==> src/rtl/output_arbiter.sv <==
// Credit-based round-robin output port arbiter: pops one eligible input queue per cycle while
// downstream credit remains. Optional macro OUTPUT_ARBITER_ANT_PRIORITY_EN favours backward ants.
package output_arbiter_pkg;
  typedef struct packed {
    logic        ant;
    logic        backward;
    logic [13:0] payload;
  } packet_t;
endpackage

module output_arbiter #(
  parameter int unsigned N_IN       = 5,
  parameter int unsigned CREDIT_MAX = 4
) (
  input  logic                          clk,
  input  logic                          reset_n,
  input  logic                          ce,
  input  output_arbiter_pkg::packet_t   i_data [N_IN],
  input  logic [N_IN-1:0]               i_data_val,
  input  logic [N_IN-1:0]               i_req,
  input  logic                          i_credit_ret,
  output logic [N_IN-1:0]               o_en,
  output output_arbiter_pkg::packet_t   o_data,
  output logic                          o_data_val,
  output logic [3:0]                    o_credit,
  output logic                          o_err
);

  localparam int unsigned PtrW = (N_IN > 1) ? $clog2(N_IN) : 1;
  localparam logic [3:0] CreditMax = 4'(CREDIT_MAX);

  logic [PtrW-1:0] rr_ptr_q, rr_ptr_d;
  logic [3:0]      credit_q, credit_d;
  logic            err_d;
  logic            data_val_d;
  output_arbiter_pkg::packet_t data_d;

  logic [N_IN-1:0] eligible;
  logic [N_IN-1:0] cand;
  logic [PtrW-1:0] win_idx;
  logic [PtrW-1:0] idx;
  logic [PtrW:0]   sum;
  logic            found;
  logic            grant;

  always_comb begin
    eligible = i_req & i_data_val;
`ifdef OUTPUT_ARBITER_ANT_PRIORITY_EN
    begin
      logic [N_IN-1:0] prio;
      prio = '0;
      for (int k = 0; k < int'(N_IN); k++) begin
        prio[k] = eligible[k] & i_data[k].ant & i_data[k].backward;
      end
      cand = (|prio) ? prio : eligible;
    end
`else
    cand = eligible;
`endif
    // Scan from rr_ptr upward, wrapping at N_IN.
    found   = 1'b0;
    win_idx = '0;
    sum     = '0;
    idx     = '0;
    for (int i = 0; i < int'(N_IN); i++) begin
      sum = {1'b0, rr_ptr_q} + (PtrW+1)'(i);
      if (sum >= (PtrW+1)'(N_IN)) sum = sum - (PtrW+1)'(N_IN);
      idx = sum[PtrW-1:0];
      if (!found && cand[idx]) begin
        found   = 1'b1;
        win_idx = idx;
      end
    end
    grant = ce & reset_n & (credit_q != '0) & found;
    o_en  = '0;
    if (grant) o_en[win_idx] = 1'b1;
  end

  always_comb begin
    rr_ptr_d   = rr_ptr_q;
    credit_d   = credit_q;
    err_d      = o_err;
    data_d     = o_data;
    data_val_d = o_data_val;
    if (ce) begin
      data_val_d = grant;
      if (grant) begin
        data_d   = i_data[win_idx];
        rr_ptr_d = (win_idx == PtrW'(N_IN - 1)) ? '0 : win_idx + 1'b1;
      end
      if (grant && !i_credit_ret) begin
        credit_d = credit_q - 4'd1;
      end else if (!grant && i_credit_ret) begin
        if (credit_q >= CreditMax) err_d = 1'b1;
        else                       credit_d = credit_q + 4'd1;
      end
    end
  end

  always_ff @(posedge clk) begin
    if (!reset_n) begin
      rr_ptr_q   <= '0;
      credit_q   <= CreditMax;
      o_err      <= 1'b0;
      o_data     <= '0;
      o_data_val <= 1'b0;
    end else begin
      rr_ptr_q   <= rr_ptr_d;
      credit_q   <= credit_d;
      o_err      <= err_d;
      o_data     <= data_d;
      o_data_val <= data_val_d;
    end
  end

  assign o_credit = credit_q;

endmodule
==> config.mk <==
export PLATFORM = sky130hd
export DESIGN_NAME = output_arbiter
export DESIGN_NICKNAME = d
export VERILOG_FILES = /design/src/rtl/output_arbiter.sv
export SDC_FILE = /design/constraint.sdc
export NUM_CORES = 1
export LEC_CHECK = 0
export CAP_MARGIN = 15
export CORE_ASPECT_RATIO = 1.75
export CORE_MARGIN = 8
export CORE_UTILIZATION = 48
export DETAILED_ROUTE_END_ITERATION = 16
export PLACE_DENSITY = 0.88
export SYNTH_ARGS = -nofsm -noshare
export SYNTH_HDL_FRONTEND = slang
export SYNTH_SLANG_ARGS = --single-unit
==> constraint.sdc <==
create_clock -name clk -period 10.3 [get_ports clk]
set_clock_uncertainty 0.05 [all_clocks]
set_input_delay 2.06 -clock clk [delete_from_list [all_inputs] [get_ports clk]]
set_output_delay 2.06 -clock clk [all_outputs]
set_load 0.05 [all_outputs]
After elaboration in Yosys (flattened, before gate mapping). Index checks and enable logic that the tools add are counted.

Register bits: 25. Input port bits: 94. Output and inout port bits: 27. Word-level logic and storage cells: 94.

Add/subtract/negate cells: 12. $lt $le $gt $ge: 14. Equal/unequal tests: 2. Multiplexer cells: 35. Bitwise gates (word level): 6. Reduce and logical (&&, ||, !) cells: 18.

Operators with widths (number): binary-select mux 16 bit (select 3 bit) (1); 2-to-1 mux 3 bit (11); 2-to-1 mux 16 bit (2); < comparator 3 x 4 -> 1 bit (second input constant) (6); greater-or-equal comparator 4 x 3 -> 1 bit (second input constant) (5); binary-select mux 1 bit (select 3 bit) (5); subtractor 3 bit (second input constant) (5); 2-to-1 mux 4 bit (3); 2-to-1 mux 1 bit (11); adder 3 x 2 -> 4 bit (second input constant) (2); logical AND 1 bit (7); logical NOT 1 bit (6); AND 5 bit (1); 2-to-1 mux 5 bit (1); adder 3 x 1 -> 4 bit (second input constant) (1); adder 3 x 3 -> 4 bit (second input constant) (1); adder 4 x 1 -> 4 bit (second input constant) (1); greater-or-equal comparator 4 bit (second input constant) (1); inverter 3 -> 4 bit (1); AND reduction 4 bit (1); nonzero test 4 bit (1); subtractor 4 x 1 -> 4 bit (second input constant) (1); adder 3 x 1 -> 3 bit (second input constant) (1); AND 1 bit (3); other kinds (9) (9).

Logic depth before layout (Yosys ltp).
Depth after elaboration: 22. Gate-level depth with buffers: 22. Mapped depth without buffers: 18.

Least setup slack after synthesis. No wires, ideal clock.

Kind: input-to-output. Start point: in i_data_val[0]. End point: out o_en[3]. Data arrival time: 5.202 ns. Required time: 8.190 ns. Slack: 2.988 ns. Stages: 12. Buffers on the path: 3. Cell sequence: clkbuf_2 nand3b_1 a22oi_1 o32ai_1 nand3b_1 or4_1 buf_2 a21oi_1 o32a_2 inv_2 buf_1 nor3_1.

Cells in the longest elaborated chain, start to end: 21. Elaborated cells between the ends (all ways): 36. Classes of those cells: order compare: 2; mux: 23; bitwise: 2; reduce/logical: 9.

RTL lines: from (decl) (RTL line 19) `input logic [N_IN-1:0] i_data_val,`; AND 5 bit * (RTL line 47) `eligible = i_req & i_data_val;`; binary-select mux 1 bit (select 3 bit) (RTL line 69) `if (!found && cand[idx]) begin`; 2-to-1 mux 1 bit (not written as such) (RTL line 69); 2-to-1 mux 1 bit (RTL line 69); logical NOT 1 bit (RTL line 69); logical AND 1 bit (RTL line 69); 2-to-1 mux 1 bit (RTL line 69); logical NOT 1 bit (RTL line 69); (+5 left out); logical NOT 1 bit (RTL line 69); logical AND 1 bit (RTL line 69); 2-to-1 mux 3 bit (RTL line 69); < comparator 3 x 4 -> 1 bit (not written as such) or greater-or-equal comparator 3 x 1 -> 1 bit (tied branches) (RTL line 76) `if (grant) o_en[win_idx] = 1'b1;`; logical AND 1 bit (not written as such) (RTL line 76); 2-to-1 mux 1 bit (not written as such) (RTL line 76); demux 1 bit (select 3 bit) (RTL line 76); 2-to-1 mux 5 bit * (RTL line 76); to (decl) (RTL line 22) `output logic [N_IN-1:0] o_en,`.

Every way passes the cells marked *; elsewhere a longest branch is shown, timed or not. The select of a mux whose other input is x is not followed.

Worst setup path after layout.
Start point: in i_req[0]. End point: out o_en[0].

Cells in the longest elaborated chain, start to end: 21. Elaborated cells between the ends (all ways): 36. Classes of those cells: order compare: 2; mux: 23; bitwise: 2; reduce/logical: 9.

RTL lines: from (decl) (RTL line 20) `input logic [N_IN-1:0] i_req,`; AND 5 bit * (RTL line 47); binary-select mux 1 bit (select 3 bit) (RTL line 69); 2-to-1 mux 1 bit (not written as such) (RTL line 69); 2-to-1 mux 1 bit (RTL line 69); logical NOT 1 bit (RTL line 69); logical AND 1 bit (RTL line 69); 2-to-1 mux 1 bit (RTL line 69); logical NOT 1 bit (RTL line 69); (+5 left out); logical NOT 1 bit (RTL line 69); logical AND 1 bit (RTL line 69); 2-to-1 mux 3 bit (RTL line 69); < comparator 3 x 4 -> 1 bit (not written as such) or greater-or-equal comparator 3 x 1 -> 1 bit (tied branches) (RTL line 76); logical AND 1 bit (not written as such) (RTL line 76); 2-to-1 mux 1 bit (not written as such) (RTL line 76); demux 1 bit (select 3 bit) (RTL line 76); 2-to-1 mux 5 bit * (RTL line 76).

Marks and branches as above.

==> flow_summary.ini <==
[drt]
wirelength_um = 11700
drtIter0Drc = 364
drtAntennaViolNets = 0
vias = 3502
drc = 0
wl_per_cell_um = 21.9
routed_via_density = 6.52
dr.pass1.iters = 5

[power_and_ir_drop]
vdd_drop_max_mv = 0.245
p_leak_nw = 1.56
power_per_cell_area_nw_per_um2 = 294

[synthesis]
synth_edf_count = 0
synth_flop_cell = dfxtp_1
syn_area_per_cell_um2 = 8.27
syn_nets = 471
netlist_area_um2 = 2980
ys_async_sr_fraction = 0
ys_ff_latch = 25
synth_cell_types = 81
syn_inst = 361
synth_warnings = 0
ys_seq_area_frac = 0.168

[worst_setup_path]
cp-start-kind = input pin
crit_required_ns = 8.19
cp_data_arrival_time_ns = 6.66
cp_num_buf_inv = 2
slowest_delay_ns = 0.84
cpLargestDelayFamily = simple AND/OR/NAND/NOR gates
slowest_stage = clkdlybuf4s50_1
crit_path_end_kind = output port
cp_max_fo = 18
crit_chain = clkdlybuf4s50_1 -> nand3b_1 -> a22oi_1 -> o32ai_1 -> nand3b_1 -> or4_1 -> or4_4 -> o21ai_4 -> and3_1 -> and2_4 -> clkdlybuf4s50_1
r2r-end = o_credit[3]$_SDFFE_PN0P_
path_class = in -> out
reg2reg_from = rr_ptr_q[0]$_SDFFE_PN0P_
r2r_cells = 18
rrSetupSlack_ns = 4.51

[final_layout]
antennaDiodeCount = 0
nets = 568
final_layout_size_suffix_gt1_frac = 0.112
stdcell_count = 537
final_common_cell = clkdlybuf4s50_1
final_cell_mix = clkdlybuf4s50_1, nand2_1, dfxtp_1, nand3_1
layout-area-overhead-vs-synth_pct = 38.4

[timing]
finalSetupTns_ns = 0
min_period_over_period = 0.851
worstMarginPinSlew_ns = 1.14
fin_crit_ns = 8.77
fmax_ghz = 0.114
slew_violations = 0
max-slew-margin-rel = 0.237
setup_viol = 0
layout_setup_ws_ns = 1.53
hold_violations = 0
rsz0062_at_grt = false

[floorplanning]
rows = 38
dieHeight_um = 120
die_x_um = 75.6
ios = 121
core-area_um2 = 6090
dieArea_um2 = 9100
initial_core_util = 0.490

[clock_tree]
htreeDepth = 1
cts_buffers = 3
cts_buffer_depth = 2
cts_tree = done
clockRootBuffer = clkbuf_8
post-cts-setup-buffer-count = 0
holdBufCountCts = 0
insertion_delay_ns = 0.27
cts.sinks = 25
cts.repair.resized = 0
path_clk_slew_ns = 0.09

[global_route]
antenna_found_initial = 0
grt_max_degree = 37
grt_pass1_vias = 3719
grt_first_pass_wirelength_um = 18400
overflow = 0
groute.usage.overall = 0.260

[min_path]
min_from = o_data_val$_SDFFE_PN0P_
hp-class = reg -> reg
holdPathStages = 2
hold_end = o_data_val$_SDFFE_PN0P_

[outcome]
outcome = finished clean

[placed_design]
dp_slack_ns = 1.66
place_congestion = 0.984
hpwl_um = 9160
io_buffers = 120
placed_cells = 533

[job]
drv_cap = 0
-- stage by stage --
step | hold WS [ns] | total power [W] | area (um2) | util
3_5_place_dp | 0.437 | 0.00113 | 4080 | 0.671
2_1_floorplan | 0.652 | 0.000931 | 2980 | -
6_report | 0.458 | 0.00121 | 4130 | 0.678
5_1_grt | 0.470 | 0.00128 | 4130 | 0.678
4_1_cts | 0.449 | 0.00119 | 4130 | 0.678
3_3_place_gp | 0.427 | 0.00111 | 4080 | 0.671
-- cells by family after synthesis --
group                      synth area share
adders and majority gates            0.0721
muxes                                0.0704
and+or+nand+nor                       0.246
buffers and inverters                0.0914
xor gates and xnor gates             0.0176
AOI/OAI and AO/OA                     0.335
DFF                                   0.168
-- layer usage --
metal	GRT usage	up-vias	part of all wire
met2	0.443	203	0.51
met3	0.0920	46	0.093
met1	0.256	1645	0.34
met4	0.156	0	0.058
met5	0	-	0
li1	-	1608	-
-- power breakdown --
part	internal (W)	switching, W	total (W)
Clock	0.0000277	0.0000319	0.0000596
Sequential	0.000125	0.0000252	0.000150
Combinational	0.000403	0.000600	0.00100
-- tightest hold or removal path: cells and delay by family (launching register included) --
family	cells	cell delay [ns]
DFF	1	0.33
and+or+nand+nor	2	0.14
-- flip-flops by register name, indices dropped and copies added, names as in the netlist --
register and count:
o_data 16, o_credit 4, rr_ptr_q 3, o_data_val 1, o_err 1
-- synthesized netlist by cell type, types with 6 or more instances --
cell      count  area (um2)
a221o_1      12         120
a31oi_1       8        50.1
inv_1        13        48.8
ha_1         14         175
dfxtp_1      25         500
a221o_2       7        78.8
nand3b_1      9        67.6
nand3_1      21         105
and3_1       11        68.8
nand2_1      32         120
a222oi_1      7        70.1
nand2b_1      6        37.5
mux2_2       14         158
nor3_1        6        30.0
buf_2         7        35.0
o21ai_0      12        60.1
a21oi_1      11        55.1
and2_1        6        37.5
nor2_1       11        41.3
a22o_1        9        78.8
-- cell type report --
class | instances | area, um2
tap | 80 | 100
timing repair buffer | 122 | 1220
fill | 533 | 1960
sequential | 25 | 500
inverter | 15 | 56.3
clock buffer | 4 | 45.0
multi-input combinational | 291 | 2210
-- worst max path at each step --
stage,cells after the start,start,slack (ns),endpoint
floorplan,12,i_data_val[0],2.99,o_en[3]
global placement,11,i_data_val[0],1.69,o_en[0]
detailed placement,11,i_data_val[0],1.66,o_en[0]
CTS,11,i_req[0],1.64,o_en[0]
global route,11,i_data_val[0],1.41,o_en[0]
finish,11,i_req[0],1.53,o_en[0]
No activity file was read; power rests on OpenSTA's default activity.
==> RTL change (config.mk and constraints unchanged) <==
`N_IN`: 5 -> 4.
--- a/src/rtl/output_arbiter.sv
+++ b/src/rtl/output_arbiter.sv
@@ -10,5 +10,5 @@
 
 module output_arbiter #(
-  parameter int unsigned N_IN       = 5,
+  parameter int unsigned N_IN       = 4,
   parameter int unsigned CREDIT_MAX = 4
 ) (
Interface: changed (resized i_data, i_data_val, i_req and o_en); port bits go from 121 to 102. No check against the original RTL was run, so the function may have changed too.
==> RTL change against the original RTL <==
  * Worst hold slack got worse by 0.010 ns
  * Total power fell by 75%
  * Sequential share of layout area rose by 5.4 points
  * Routed wire length fell by 51%
  * Synthesized area fell by 44%
  * Final cell count fell by 40%
  * Cell area fell by 34%
  * Global-route usage fell by 5.5 points
  * Setup slack improved by 1.7 ns
  * Sequential cell count fell by 1
  * Critical path type unchanged
  * Largest cell class unchanged
  * Highest routed layer unchanged
==> RTL change: results (changes against the original RTL) <==
| Metric | Value |
|---|---|
| Vias | `1,776 (was 3,502)` |
| Pre-Repair DR Iteration Count | `4 (was 5)` |
| Mean Syn Cell Area | `9.14 sq um (was 8.27 sq um)` |
| Pleak | `1.08 nW (was 1.56 nW)` |
| Count of different cell masters after synthesis | `35 (was 81)` |
| CTS H-tree depth | `1 (unchanged)` |
| Filler instances | `245 (was 533)` |
| Later-pin clock latency in the skew report | `0.26 ns` |
| Comb_multi_in | `144 (was 291)` |
| Delay-heaviest family, CP | `buffers and inverters (was simple AND/OR/NAND/NOR gates)` |
| Total Routed Length | `5810 microns (was 11,700 microns)` |
| Top cells by area, synth | `dfxtp_1 (29%), mux2_2 (21%), a221o_1 (9.5%), ha_1 (6.0%), nand2_1 (5.6%) (was dfxtp_1 (17%), ha_1 (5.9%), mux2_2 (5.3%), a221o_1 (4.0%), nand2_1 (4.0%))` |
| Hold Path Class | `reg -> reg (unchanged)` |
| Total clock sinks | `24 (was 25)` |
| Non-CTS buffers | `101 (was 122)` |
| Sequential share of cell area | `17.5% (was 12.1%)` |
| Sw frac | `33.5% (was 54.2%)` |
| Syn Nets | `268 (was 471)` |
| Clk root buf | `clkbuf_8 (unchanged)` |
| Inverter count | `4 (was 15)` |
| Dpl hpwl | `4530 microns (was 9160 microns)` |
| Pre-CTS setup slack | `3.19 ns (was 1.66 ns)` |
| Worst-Margin Slew | `1.19 ns (was 1.14 ns)` |
| Vias in the first global route | `1,905 (was 3,719)` |
| CP max stage cell | `a21oi_4 (was clkdlybuf4s50_1)` |
| Largest net degree at the start of global routing | `36 (was 37)` |
| Area after DPL | `0.00268 sq mm (was 0.00408 sq mm)` |
| Non-clock buffering overhead | `36.9% (was 29.5%)` |
| Seq/Total Area, Yosys | `28.6% (was 16.8%)` |
| Initial antenna violation count | `0 (unchanged)` |
| IO buf count | `101 (was 120)` |
| Post-Route Utilization | `81.4% (was 67.8%)` |
| First-pass GRT wire length | `9050 microns (was 18,400 microns)` |
| Fraction of area in clock buffers and inverters | `2.01% (was 1.09%)` |
| Max reg flops | `16 (unchanged)` |
| Status | `complete, no violations (unchanged)` |
| Clock Tree Buf Depth | `2 (unchanged)` |
| Routability cong. | `0.765 (was 0.984)` |
| Post-layout nets | `362 (was 568)` |
| Worst EP arrival | `4.99 ns (was 6.66 ns)` |
| Initial DRC Count | `64 (was 364)` |
| Fraction of layout cells with a size suffix above 1 | `14.4% (was 11.2%)` |
| # diodes | `0 (unchanged)` |
| Clock buffer count | `4 (unchanged)` |
| Post-Layout Cell Count | `322 (was 537)` |
| Fraction of area in multi-input gates | `40.9% (was 53.5%)` |
| Commonest cells in the netlist | `mux2_2 (32), nand2_1 (25), dfxtp_1 (24) (was nand2_1 (32), dfxtp_1 (25), nand3_1 (21))` |
| GRT Total Usage | `20.5% (was 26.0%)` |
| Peak supply drop | `0.106 mV (was 0.245 mV)` |
| Clock-pin slew on the worst setup and hold paths | `about 0.08 ns` |
| Critical Path Fanout Max | `35 (was 18)` |
## RTL change: changes by cell type in the layout (fill, tap and decap cells not counted), moves of 7 or more
cell             delta
a21oi_1             -9
a221o_2             -7
a222oi_1            -7
a22o_1              -9
a31oi_1             -8
and3_1             -11
clkdlybuf4s50_1    -19
inv_1               -9
mux2_2             +18
nand2_1             -7
nand3_1            -19
nand3b_1            -7
## RTL change: power groups by stage
stage	logic, mW	registers [mW]	clock network [mW]
2_1_floorplan	0.0510	0.137	0
3_3_place_gp	0.132	0.109	0
3_5_place_dp	0.134	0.109	0
4_1_cts	0.135	0.108	0.0644
5_1_grt	0.142	0.109	0.0687
6_report	0.134	0.108	0.0636
## RTL change: cells by family (layout without fill, tap and decap cells)
| group | Yosys count | after routing | synth area share (%) |
|---|---|---|---|
| AOI/OAI and AO/OA | 31 | 31 | 16.3 |
| and+or+nand+nor | 68 | 68 | 19.9 |
| buffers and inverters | 16 | 109 | 5.21 |
| muxes | 33 | 33 | 22.0 |
| adders and majority gates | 8 | 8 | 5.95 |
| xor gates and xnor gates | 4 | 4 | 2.08 |
| DFF | 24 | 24 | 28.6 |
## RTL change: final timing paths
check | start | slack [ns] | cells after the start | end
min | o_err | 0.45 | 1 | o_err
max | i_req[2] | 3.20 | 8 | o_en[1]
max reg2reg | o_credit[1] | 7.43 | 5 | o_data[11]
min reg2reg | o_err | 0.45 | 1 | o_err
## RTL change: layer usage
layer	track usage, %	vias up	share of wire (%)	wire length (microns)
li1	-	845	-	-
met4	10.4	0	4.0	233
met5	0	-	0	0
met2	38.0	81	57	3310
met1	19.3	828	32	1860
met3	5.35	22	7.0	405
